==> src/rtl/cpu_pkg.sv <==
// Shared CPU definitions: datapath widths, register file geometry and the writeback opcodes.
// Opcodes let the writeback stage decide whether an instruction produces a register write.
package cpu_pkg;

  localparam int DATA_W     = 16;
  localparam int NREGS      = 8;
  localparam int REG_ADDR_W = $clog2(NREGS);

  localparam logic [2:0] OP_ADD = 3'b000;
  localparam logic [2:0] OP_SUB = 3'b001;
  localparam logic [2:0] OP_AND = 3'b010;
  localparam logic [2:0] OP_OR  = 3'b011;
  localparam logic [2:0] OP_SW  = 3'b100;
  localparam logic [2:0] OP_LW  = 3'b101;
  localparam logic [2:0] OP_BEQ = 3'b110;
  localparam logic [2:0] OP_LI  = 3'b111;

  typedef logic [NREGS-1:0][DATA_W-1:0] reg_view_t;

  // Stores and branches retire without touching the register file.
  function automatic logic op_writes_reg(input logic [2:0] op);
    return (op != OP_SW) && (op != OP_BEQ);
  endfunction

endpackage

==> src/rtl/regfile_read_port.sv <==
// One registered read port with r0 forced to zero and same-edge write-through; latency 1 cycle.
// hold freezes the output register; the caller folds halt and stall into it.
import cpu_pkg::*;

module regfile_read_port (
  input  logic                  clk,
  input  logic                  rst,
  input  logic                  hold,
  input  logic [REG_ADDR_W-1:0] addr,
  input  reg_view_t             regs,
  input  logic                  wr_commit,
  input  logic [REG_ADDR_W-1:0] wr_tgt,
  input  logic [DATA_W-1:0]     wr_data,
  output logic [DATA_W-1:0]     rd_data
);

  logic [DATA_W-1:0] rd_next;

  always_comb begin
    rd_next = regs[addr];
    if (addr == '0)
      rd_next = '0;
    else if (wr_commit && (wr_tgt == addr))
      rd_next = wr_data;
  end

  always_ff @(posedge clk or posedge rst) begin
    if (rst)
      rd_data <= '0;
    else if (!hold)
      rd_data <= rd_next;
  end

endmodule

==> src/rtl/regfile.sv <==
// 8x16 register file, r0 reads zero, two 1-cycle read ports with write-through, wrapping write counter.
// halt freezes everything; stall holds read data only. REGFILE_DEBUG_PORT_EN adds a combinational peek port.
import cpu_pkg::*;

module regfile (
  input  logic                  clk,
  input  logic                  rst,
  input  logic                  halt,
  input  logic                  stall,
  input  logic                  we,
  input  logic [REG_ADDR_W-1:0] wr_tgt,
  input  logic [DATA_W-1:0]     wr_data,
  input  logic [REG_ADDR_W-1:0] ra_addr,
  input  logic [REG_ADDR_W-1:0] rb_addr,
  output logic [DATA_W-1:0]     ra_data,
  output logic [DATA_W-1:0]     rb_data,
  output logic [DATA_W-1:0]     wr_count
`ifdef REGFILE_DEBUG_PORT_EN
  ,
  input  logic [REG_ADDR_W-1:0] dbg_addr,
  output logic [DATA_W-1:0]     dbg_data
`endif
);

  reg_view_t regs;
  logic      wr_commit;
  logic      rd_hold;

  assign wr_commit = we && !halt && (wr_tgt != '0);
  assign rd_hold   = halt || stall;

  // Entry 0 is reset and never written, so it stays a constant zero.
  always_ff @(posedge clk or posedge rst) begin
    if (rst) begin
      regs <= '0;
    end else begin
      for (int i = 1; i < NREGS; i++) begin
        if (wr_commit && (wr_tgt == REG_ADDR_W'(i)))
          regs[i] <= wr_data;
      end
    end
  end

  always_ff @(posedge clk or posedge rst) begin
    if (rst)
      wr_count <= '0;
    else if (wr_commit)
      wr_count <= wr_count + 1'b1;
  end

  regfile_read_port u_port_a (
    .clk       (clk),
    .rst       (rst),
    .hold      (rd_hold),
    .addr      (ra_addr),
    .regs      (regs),
    .wr_commit (wr_commit),
    .wr_tgt    (wr_tgt),
    .wr_data   (wr_data),
    .rd_data   (ra_data)
  );

  regfile_read_port u_port_b (
    .clk       (clk),
    .rst       (rst),
    .hold      (rd_hold),
    .addr      (rb_addr),
    .regs      (regs),
    .wr_commit (wr_commit),
    .wr_tgt    (wr_tgt),
    .wr_data   (wr_data),
    .rd_data   (rb_data)
  );

`ifdef REGFILE_DEBUG_PORT_EN
  assign dbg_data = regs[dbg_addr];
`endif

endmodule
==> config.mk <==
export PLATFORM = sky130hd
export DESIGN_NAME = regfile
export DESIGN_NICKNAME = d
export VERILOG_FILES = /design/src/rtl/cpu_pkg.sv /design/src/rtl/regfile_read_port.sv /design/src/rtl/regfile.sv
export SDC_FILE = /design/constraint.sdc
export NUM_CORES = 1
export LEC_CHECK = 0
export ABC_AREA = 1
export CAP_MARGIN = 20
export CORE_ASPECT_RATIO = 1.1
export CORE_UTILIZATION = 63
export DETAILED_ROUTE_END_ITERATION = 12
export PLACE_DENSITY = 0.95
export SYNTH_ARGS = -nofsm -noshare
export SYNTH_HDL_FRONTEND = slang
export SYNTH_SLANG_ARGS = --single-unit
==> constraint.sdc <==
create_clock -name clk -period 13.4 [get_ports clk]
set_input_delay 2.01 -clock clk [delete_from_list [all_inputs] [get_ports clk]]
set_output_delay 2.01 -clock clk [all_outputs]
set_load 0.005 [all_outputs]
# After elaboration in Yosys (flattened, before gate mapping)
# Cells that the tools add are included.
[op_classes] n_addsub=1 magnitude_cmp=2 n_eq_ne=9 muxes=8 reduce_logical=16
[ops] op="$bmux W16 S3" count=2
[ops] op="$mux W16" count=6
[ops] op="$add A16 B1 Y16 const B" count=1
[ops] op="$eq A3 B3 Y1 const B" count=4
[ops] op="$logic_and A1 B1 Y1" count=11
[ops] op="$lt A3 B4 Y1 const B" count=2
[ops] op="$eq A3 B2 Y1 const B" count=2
[ops] op="$eq A3 B3 Y1" count=2
[ops] op="$logic_not A3 Y1" count=2
[ops] op="$eq A3 B1 Y1 const B" count=1
[ops] op="$reduce_bool A3 Y1" count=1
[ops] op="$logic_not A1 Y1" count=1
[ops] op="$logic_or A1 B1 Y1" count=1
[totals] ff_bits=160 in_bits=30 out_inout_bits=48 wordCells=46

# Depth between registers and ports, before layout
[logic_depth] ltp_word=6 depth_mapped=11

# By module
# A second synthesis with hierarchy kept.
[hier_totals] hier_cells=1340 area_unflattened_um2=9644.2
[by_module_without_submodules] module="regfile" n_inst=1 cells_each=506 area_each_um2=5007.3 seq_area_each_um2=3203.1
[by_module_without_submodules] module="regfile_read_port" n_inst=2 cells_each=417 area_each_um2=2318.5 seq_area_each_um2=400.4

# Worst setup path after synthesis
# OpenSTA, ideal clock, no wires.
[synth_path] kind="input to register" startpoint="input port ra_addr[0]" endpoint="register u_port_a.rd_data[11]" arrival_time_ns=3.001 t_required_ns=13.282 path_slack_ns=10.281 path_stages=9 path_buffers=2 path_cell_list="buf_2 -> inv_2 -> nand2_1 -> o21ai_0 -> inv_2 -> clkbuf_1 -> nand4_1 -> nand3_1 -> nand2_1"
[synth_via] elab_chain_len=4 elab_cells_between_ends=7
[synth_lines] element="from (decl)" line="regfile.sv:13" source="input logic [REG_ADDR_W-1:0] ra_addr,"
[synth_lines] element="$bmux W16 S3 / $eq A3 B3 Y1 (equally long branches)" line="regfile_read_port.sv:20, regfile_read_port.sv:23"
[synth_lines] element="$mux W16 (not written as such) / $logic_and A1 B1 Y1 (equally long branches)" line="regfile_read_port.sv:20, regfile_read_port.sv:23"
[synth_lines] element="$mux W16" line="regfile_read_port.sv:23" source="else if (wr_commit && (wr_tgt == addr))"
[synth_lines] element="$mux W16 *" line="regfile_read_port.sv:21" source="if (addr == '0)"
[synth_lines] element="to (signal assigned)" line="regfile_read_port.sv:31" source="rd_data <= rd_next;"
[synth_lines] element="to (decl)" line="regfile_read_port.sv:14" source="output logic [DATA_W-1:0] rd_data"
# Every way passes the cells marked *; elsewhere a longest branch is shown, timed or not. The select of a mux whose other input is x is not followed.
# A chain may end at the register's enable or synchronous reset.

# Worst setup path in the final report
[layout_path] startpoint="input port rb_addr[1]" endpoint="register u_port_b.rd_data[12]"
[layout_via] elab_chain_len=4 elab_cells_between_ends=7
[layout_lines] element="from (decl)" line="regfile.sv:14" source="input logic [REG_ADDR_W-1:0] rb_addr,"
[layout_lines] element="$bmux W16 S3 / $eq A3 B3 Y1 (equally long branches)" line="regfile_read_port.sv:20, regfile_read_port.sv:23"
[layout_lines] element="$mux W16 (not written as such) / $logic_and A1 B1 Y1 (equally long branches)" line="regfile_read_port.sv:20, regfile_read_port.sv:23"
[layout_lines] element="$mux W16" line="regfile_read_port.sv:23"
[layout_lines] element="$mux W16 *" line="regfile_read_port.sv:21"
[layout_lines] element="to (signal assigned)" line="regfile_read_port.sv:31"
[layout_lines] element="to (decl)" line="regfile_read_port.sv:14"
# Marks and branches as above.

==> results.toml <==
[drt]
vias = 9065
drc = 0
drt-initial-drc-count = 1316
drtAntennaViolNets = 0
avgViaCountPerCell = 5.94
wire_per_inst_um = 17.3
drt-pass1-iter-count = 6
routed_wl_um = 26400

[pwr]
ir_drop_uv = 134
p_leak_nw = 5.13
p_clk_frac = 0.326
intPower_mw = 1.00
seq_power_share = 0.446
p_comb_frac = 0.228
p_sw_mw = 0.479
power_switching_share = 0.323
power_density_nw_per_um2 = 144

[floorplanning]
coreArea_um2 = 13800
pin_count = 78
rows = 45
die_w_um = 115
die_area_um2 = 14600
die_h_um = 126
floorplan.initialDensity = 0.643

[global_routing]
antenna_found_initial = 0
grt_pass1_wl_um = 42700
grt_pass1_vias = 8679
grt_max_degree = 83
grt.overflow.total = 0
grt_usage = 0.388

[synthesis]
syn_area_per_cell_um2 = 6.89
synth_cell_types = 29
syn-num-nets = 1319
yosysWarnings = 16
syn_inst = 1288
syn_area_um2 = 8870
seq_area_frac_synth = 0.451
ys_seq_elements = 160

[clocking]
cts_setup_buffers = 0
cts.hold.buffers_added = 0
cts_htree_levels = 4
clk_pin_slew_ns = 0.07
clk_latency_ns = 0.45
cts.sinks = 160
cts_resized = 0
cts_buffers = 17
clockBufferDepth = 2
tritoncts = "built"
root_buffer = "clkbuf_16"

[timing]
setup_violations = 0
fmax_mhz = 220
timing.slew.headroom = 0.334
rsz0062_at_grt = "false"
tightestPinTransition_ns = 0.999
setup_tns_ns = 0
slew_viol_final = 0
finClkSkew_ns = 0.0207
fin_crit_ns = 4.54
finalHoldViolCount = 0
post-route-period-util = 0.339

[setup_path]
end_kind = "flip-flop"
crit_path_start_kind = "primary input"
cp_slowest_cell = "clkinv_1"
worstPathArrival_ns = 4.88
critical_path_peak_fanout = 29
path_buf_inv = 3
critical_path_depth = 9
max_stage_delay_ns = 0.82
crit_type = "in -> reg"
path_cells = "clkdlybuf4s50_1 > buf_4 > clkinv_1 > o21ai_1 > nor2_4 > nand3_2 > nand2_1 > nand3_1 > nand2_1"
critical_path.most_common_cell = "nand2_1"
rr_worst_depth = 10
critPathTopFamily = "buffers and inverters"
crit_required_ns = 13.73

[layout]
n_antenna_cell = 0
finalNetCount = 1356
syn_to_final_growth_pct = 15.7
finish.utilization = 0.745
layout_common_cells = "541 x nand2_1, 160 x dfrtp_1, 145 x nand3_1, 106 x o21ai_0, 82 x inv_1"
final_common_cell = "nand2_1"
drive_above_1_share = 0.0531
fillers = 1025

[placement]
portBuffers = 77
dp_hpwl_um = 16600
globalplace.congestion = 1.01

[hold_path]
min_path_type = "reg -> reg"
min_path_cells = 2

[flow_run]
cap_violations = 0

[outcome]
outcome = "completed"
==> metal layers <==
layer / GRT usage / share of wire
met5: 0 / 0
met3: 0.0932 / 0.099
met4: 0.317 / 0.076
met1: 0.474 / 0.37
met2: 0.582 / 0.46
==> cell usage after synthesis <==
master,instances,area (um^2)
nand2_1,541,2030
dfrtp_1,160,4000
nand3_1,145,726
o21ai_0,106,531
inv_1,83,312
nor2_1,65,244
clkbuf_1,44,165
nand4_1,38,238
a21oi_1,32,160
buf_2,22,110
inv_2,7,26.3
xnor2_1,7,61.3
buf_1,6,22.5
buf_4,5,37.5
xor2_1,4,35.0
nor3_2,3,30.0
o21ai_1,3,15.0
clkinv_1,2,7.51
nand3_2,2,20.0
nand3b_1,2,15.0
nor2_4,2,22.5
or2_2,2,12.5
a21boi_0,1,7.51
a31oi_1,1,6.26
ha_1,1,12.5
nand2_2,1,6.26
nor2_2,1,6.26
nor3_1,1,5.00
or2_0,1,6.26
==> power by group through the flow <==
stage	Sequential (mW)	Combinational [mW]	Clock, mW
after floorplan	0.649	0.211	0
after global placement	0.661	0.317	0
after detailed placement	0.663	0.331	0
after CTS	0.658	0.334	0.482
after global routing	0.672	0.382	0.506
final	0.661	0.338	0.483
==> tightest hold or removal path: cells and delay by family (launching register included) <==
kind               cells  cell delay (ns)
AOI/OAI and AO/OA      1             0.06
DFF                    1             0.34
and+or+nand+nor        1             0.05
==> layout make-up <==
cell class | instances | area [um^2] | area share
Tap cell | 188 | 235 | 0.0229
Clock buffer | 18 | 439 | 0.0428
Inverter | 92 | 350 | 0.0341
Multi-Input combinational cell | 959 | 4210 | 0.409
Timing Repair Buffer | 95 | 896 | 0.0872
Clock inverter | 13 | 141 | 0.0138
Sequential cell | 160 | 4000 | 0.390
==> worst paths after layout <==
check,startpoint,endpoint,slack (ns)
max,rb_addr[1],u_port_b.rd_data[12],8.86
min,regs[46],regs[46],0.49
max reg2reg,wr_count[0],wr_count[10],11.74
min reg2reg,regs[46],regs[46],0.49
max in group asynchronous,rst,regs[59],9.81
min in group asynchronous,rst,regs[117],2.08
==> kinds of logic (layout without fill, tap and decap cells) <==
kind of cell,count (synthesis),after routing,synth area share
compound gates,143,143,0.0811
simple gates,804,804,0.379
flops,160,160,0.451
fa+ha+maj,1,1,0.00141
xor+xnor,11,11,0.0109
buf+inv,169,218,0.0767
==> per-stage QoR <==
step                std cells  cell area (um^2)  worst slack [ns]  hold slack [ns]  power [mW]
floorplan                1288              8870              7.07            0.453       0.860
global placement         1493              9680              8.61            0.465       0.979
detailed placement       1493              9680              8.51            0.473       0.995
CTS                      1524             10300              8.96            0.489        1.47
global route             1525             10300              8.73            0.511        1.56
finish                   1525             10300              8.86            0.491        1.48
==> registers in the layout (all words and copies together) (netlist names) <==
signal and cells:
u_port_b.rd_data 16, regs 112, wr_count 16, u_port_a.rd_data 16
Note: power is estimated with default switching activity, not from simulation.
==> patch (same flow settings) <==
Make the reset (`rst`) synchronous in 3 clocked blocks.
--- a/src/rtl/regfile_read_port.sv
+++ b/src/rtl/regfile_read_port.sv
@@ -24,7 +24,7 @@
       rd_next = wr_data;
   end
 
-  always_ff @(posedge clk or posedge rst) begin
+  always_ff @(posedge clk) begin
     if (rst)
       rd_data <= '0;
     else if (!hold)
--- a/src/rtl/regfile.sv
+++ b/src/rtl/regfile.sv
@@ -30,7 +30,7 @@
   assign rd_hold   = halt || stall;
 
   // Entry 0 is reset and never written, so it stays a constant zero.
-  always_ff @(posedge clk or posedge rst) begin
+  always_ff @(posedge clk) begin
     if (rst) begin
       regs <= '0;
     end else begin
@@ -41,7 +41,7 @@
     end
   end
 
-  always_ff @(posedge clk or posedge rst) begin
+  always_ff @(posedge clk) begin
     if (rst)
       wr_count <= '0;
     else if (wr_commit)
Formal check against the unedited RTL: differs if rst is asserted again (counterexample within 4 cycles, from zero or initial values and one cycle with rst high); with rst held inactive, the same outputs for 4 cycles.
==> patch against the unedited design <==
- count of clock-buffer cells in the layout rose by 9
- clock skew fell by 0.016 ns
- sequential cell count did not move
- synthesized cell count rose by 5.1%
- register-to-register slack improved by 0.12 ns
- wire length rose by 2.4%
- worst setup slack improved by 0.20 ns
- area after synthesis fell by 4.2%
- cell area fell by 6.1%
Power is not compared: it rests on default switching activity, and its combinational part moved more than twofold at a synthesized area within 25%.
==> patch: results (changes against the unedited design) <==
The run finished with clean final reports. The area fraction of clock buffers and clock inverters came out at 0.0516 (-0.00488). The tools report the met3 track utilization from global routing as 0.114 (+0.0212). For the placer congestion estimate, the log shows 0.959 (-5.0%). Worst hold path startpoint: regs[17].

The worst register-to-register path ends at wr_count[12]. For the met1 track demand over resource, the log shows 0.429 (-0.0453). The worst setup slack for register-to-register paths was 11.86 ns (+0.12 ns). The count of multi-input gates is 983 (+2.5%), and the share of post-route cells with drive strength above 1 is 0.0449 (-0.00818). The async set-reset flop share out of synthesis is 0 (-1.00), and the number of well taps is 161 (-14%). The largest driver fanout on the critical path came out at 61 (+110%). The tools report the setup skew after layout as 0.00456 ns (-0.0162 ns). The met2 layer wire length in the routed design is 12300 µm (+1.7%). The non-clock buffer contribution to total cell area came out at 0.0894 (+0.00218). The number of non-filler instances in the completed layout is 1541 (+1.0%). For the worst-case setup slack after placement, the log shows 8.55 ns (+0.0445 ns). For hold timing, the worst endpoint is regs[17].

The share of cell area taken by flip-flops and latches was 0.332 (-0.0577). After synthesis, the cell types taking the most area are sky130_fd_sc_hd__dfxtp_1, sky130_fd_sc_hd__nand2_1, sky130_fd_sc_hd__a21oi_1. The final-layout fill cell count was 994 (-3.0%). The most critical setup path has its startpoint at ra_addr[0]. The total vias in the final route came out at 9359 (+3.2%). The logs give 3200 µm (+22%) for the met3 wire length and 88 (+6.0%) for the pin count of the biggest net entering global routing. The logs give 9500 µm (-1.6%) for the routed metal-1 wire length and 0.295 (-0.0387) for the headroom to the max-slew limit. The area occupied by multi-input gates is 4430 µm² (+5.3%).

The post-synthesis xor/xnor area fraction was 0.00294 (-0.00791). The tools report the final worst setup slack as 9.05 ns (+0.196 ns). The compound-gate portion of the synthesized area came out at 0.170 (+0.0890). The starting DRC count in detailed routing was 1200 (-8.8%); the number of buffers outside the clock class in the layout was 90 (-5.3%). The commonest cells after synthesis are sky130_fd_sc_hd__nand2_1, sky130_fd_sc_hd__dfxtp_1, sky130_fd_sc_hd__a21oi_1. The share of the yosys chip area belonging to registers is 0.377 (-0.0745). Global-route wire length before repair: 41400 µm (-3.0%).
==> patch: cell count changes after synthesis, sizes merged, moves of 25 or more <==
cell / delta
dfrtp: -160
nand2: -68
inv: +27
o21ai: +25
dfxtp: +160
a21oi: +120
nor2: -34
==> patch: logic make-up (layout without fill, tap and decap cells) <==
| kind of cell | after synthesis | in the layout |
|---|---|---|
| AND/OR/NAND/NOR | 692 | 692 |
| AO/OA/AOI/OAI | 288 | 288 |
| buffers and inverters | 211 | 237 |
| flip-flops | 160 | 160 |
| XOR/XNOR | 2 | 2 |
| adder cells (fa/ha/maj) | 1 | 1 |
==> patch: worst reg2reg max path, delay by kind of cell, from the launching register on <==
kind / cells / cell delay [ns]
AND/OR/NAND/NOR: 4 / 0.61
AO/OA/AOI/OAI: 1 / 0.18
flip-flops: 1 / 0.40
adder cells (fa/ha/maj): 1 / 0.24
==> patch: report_power, final <==
group | internal, µW | switching [µW]
logic | 46.8 | 102
clock network | 247 | 183
registers | 488 | 8.36
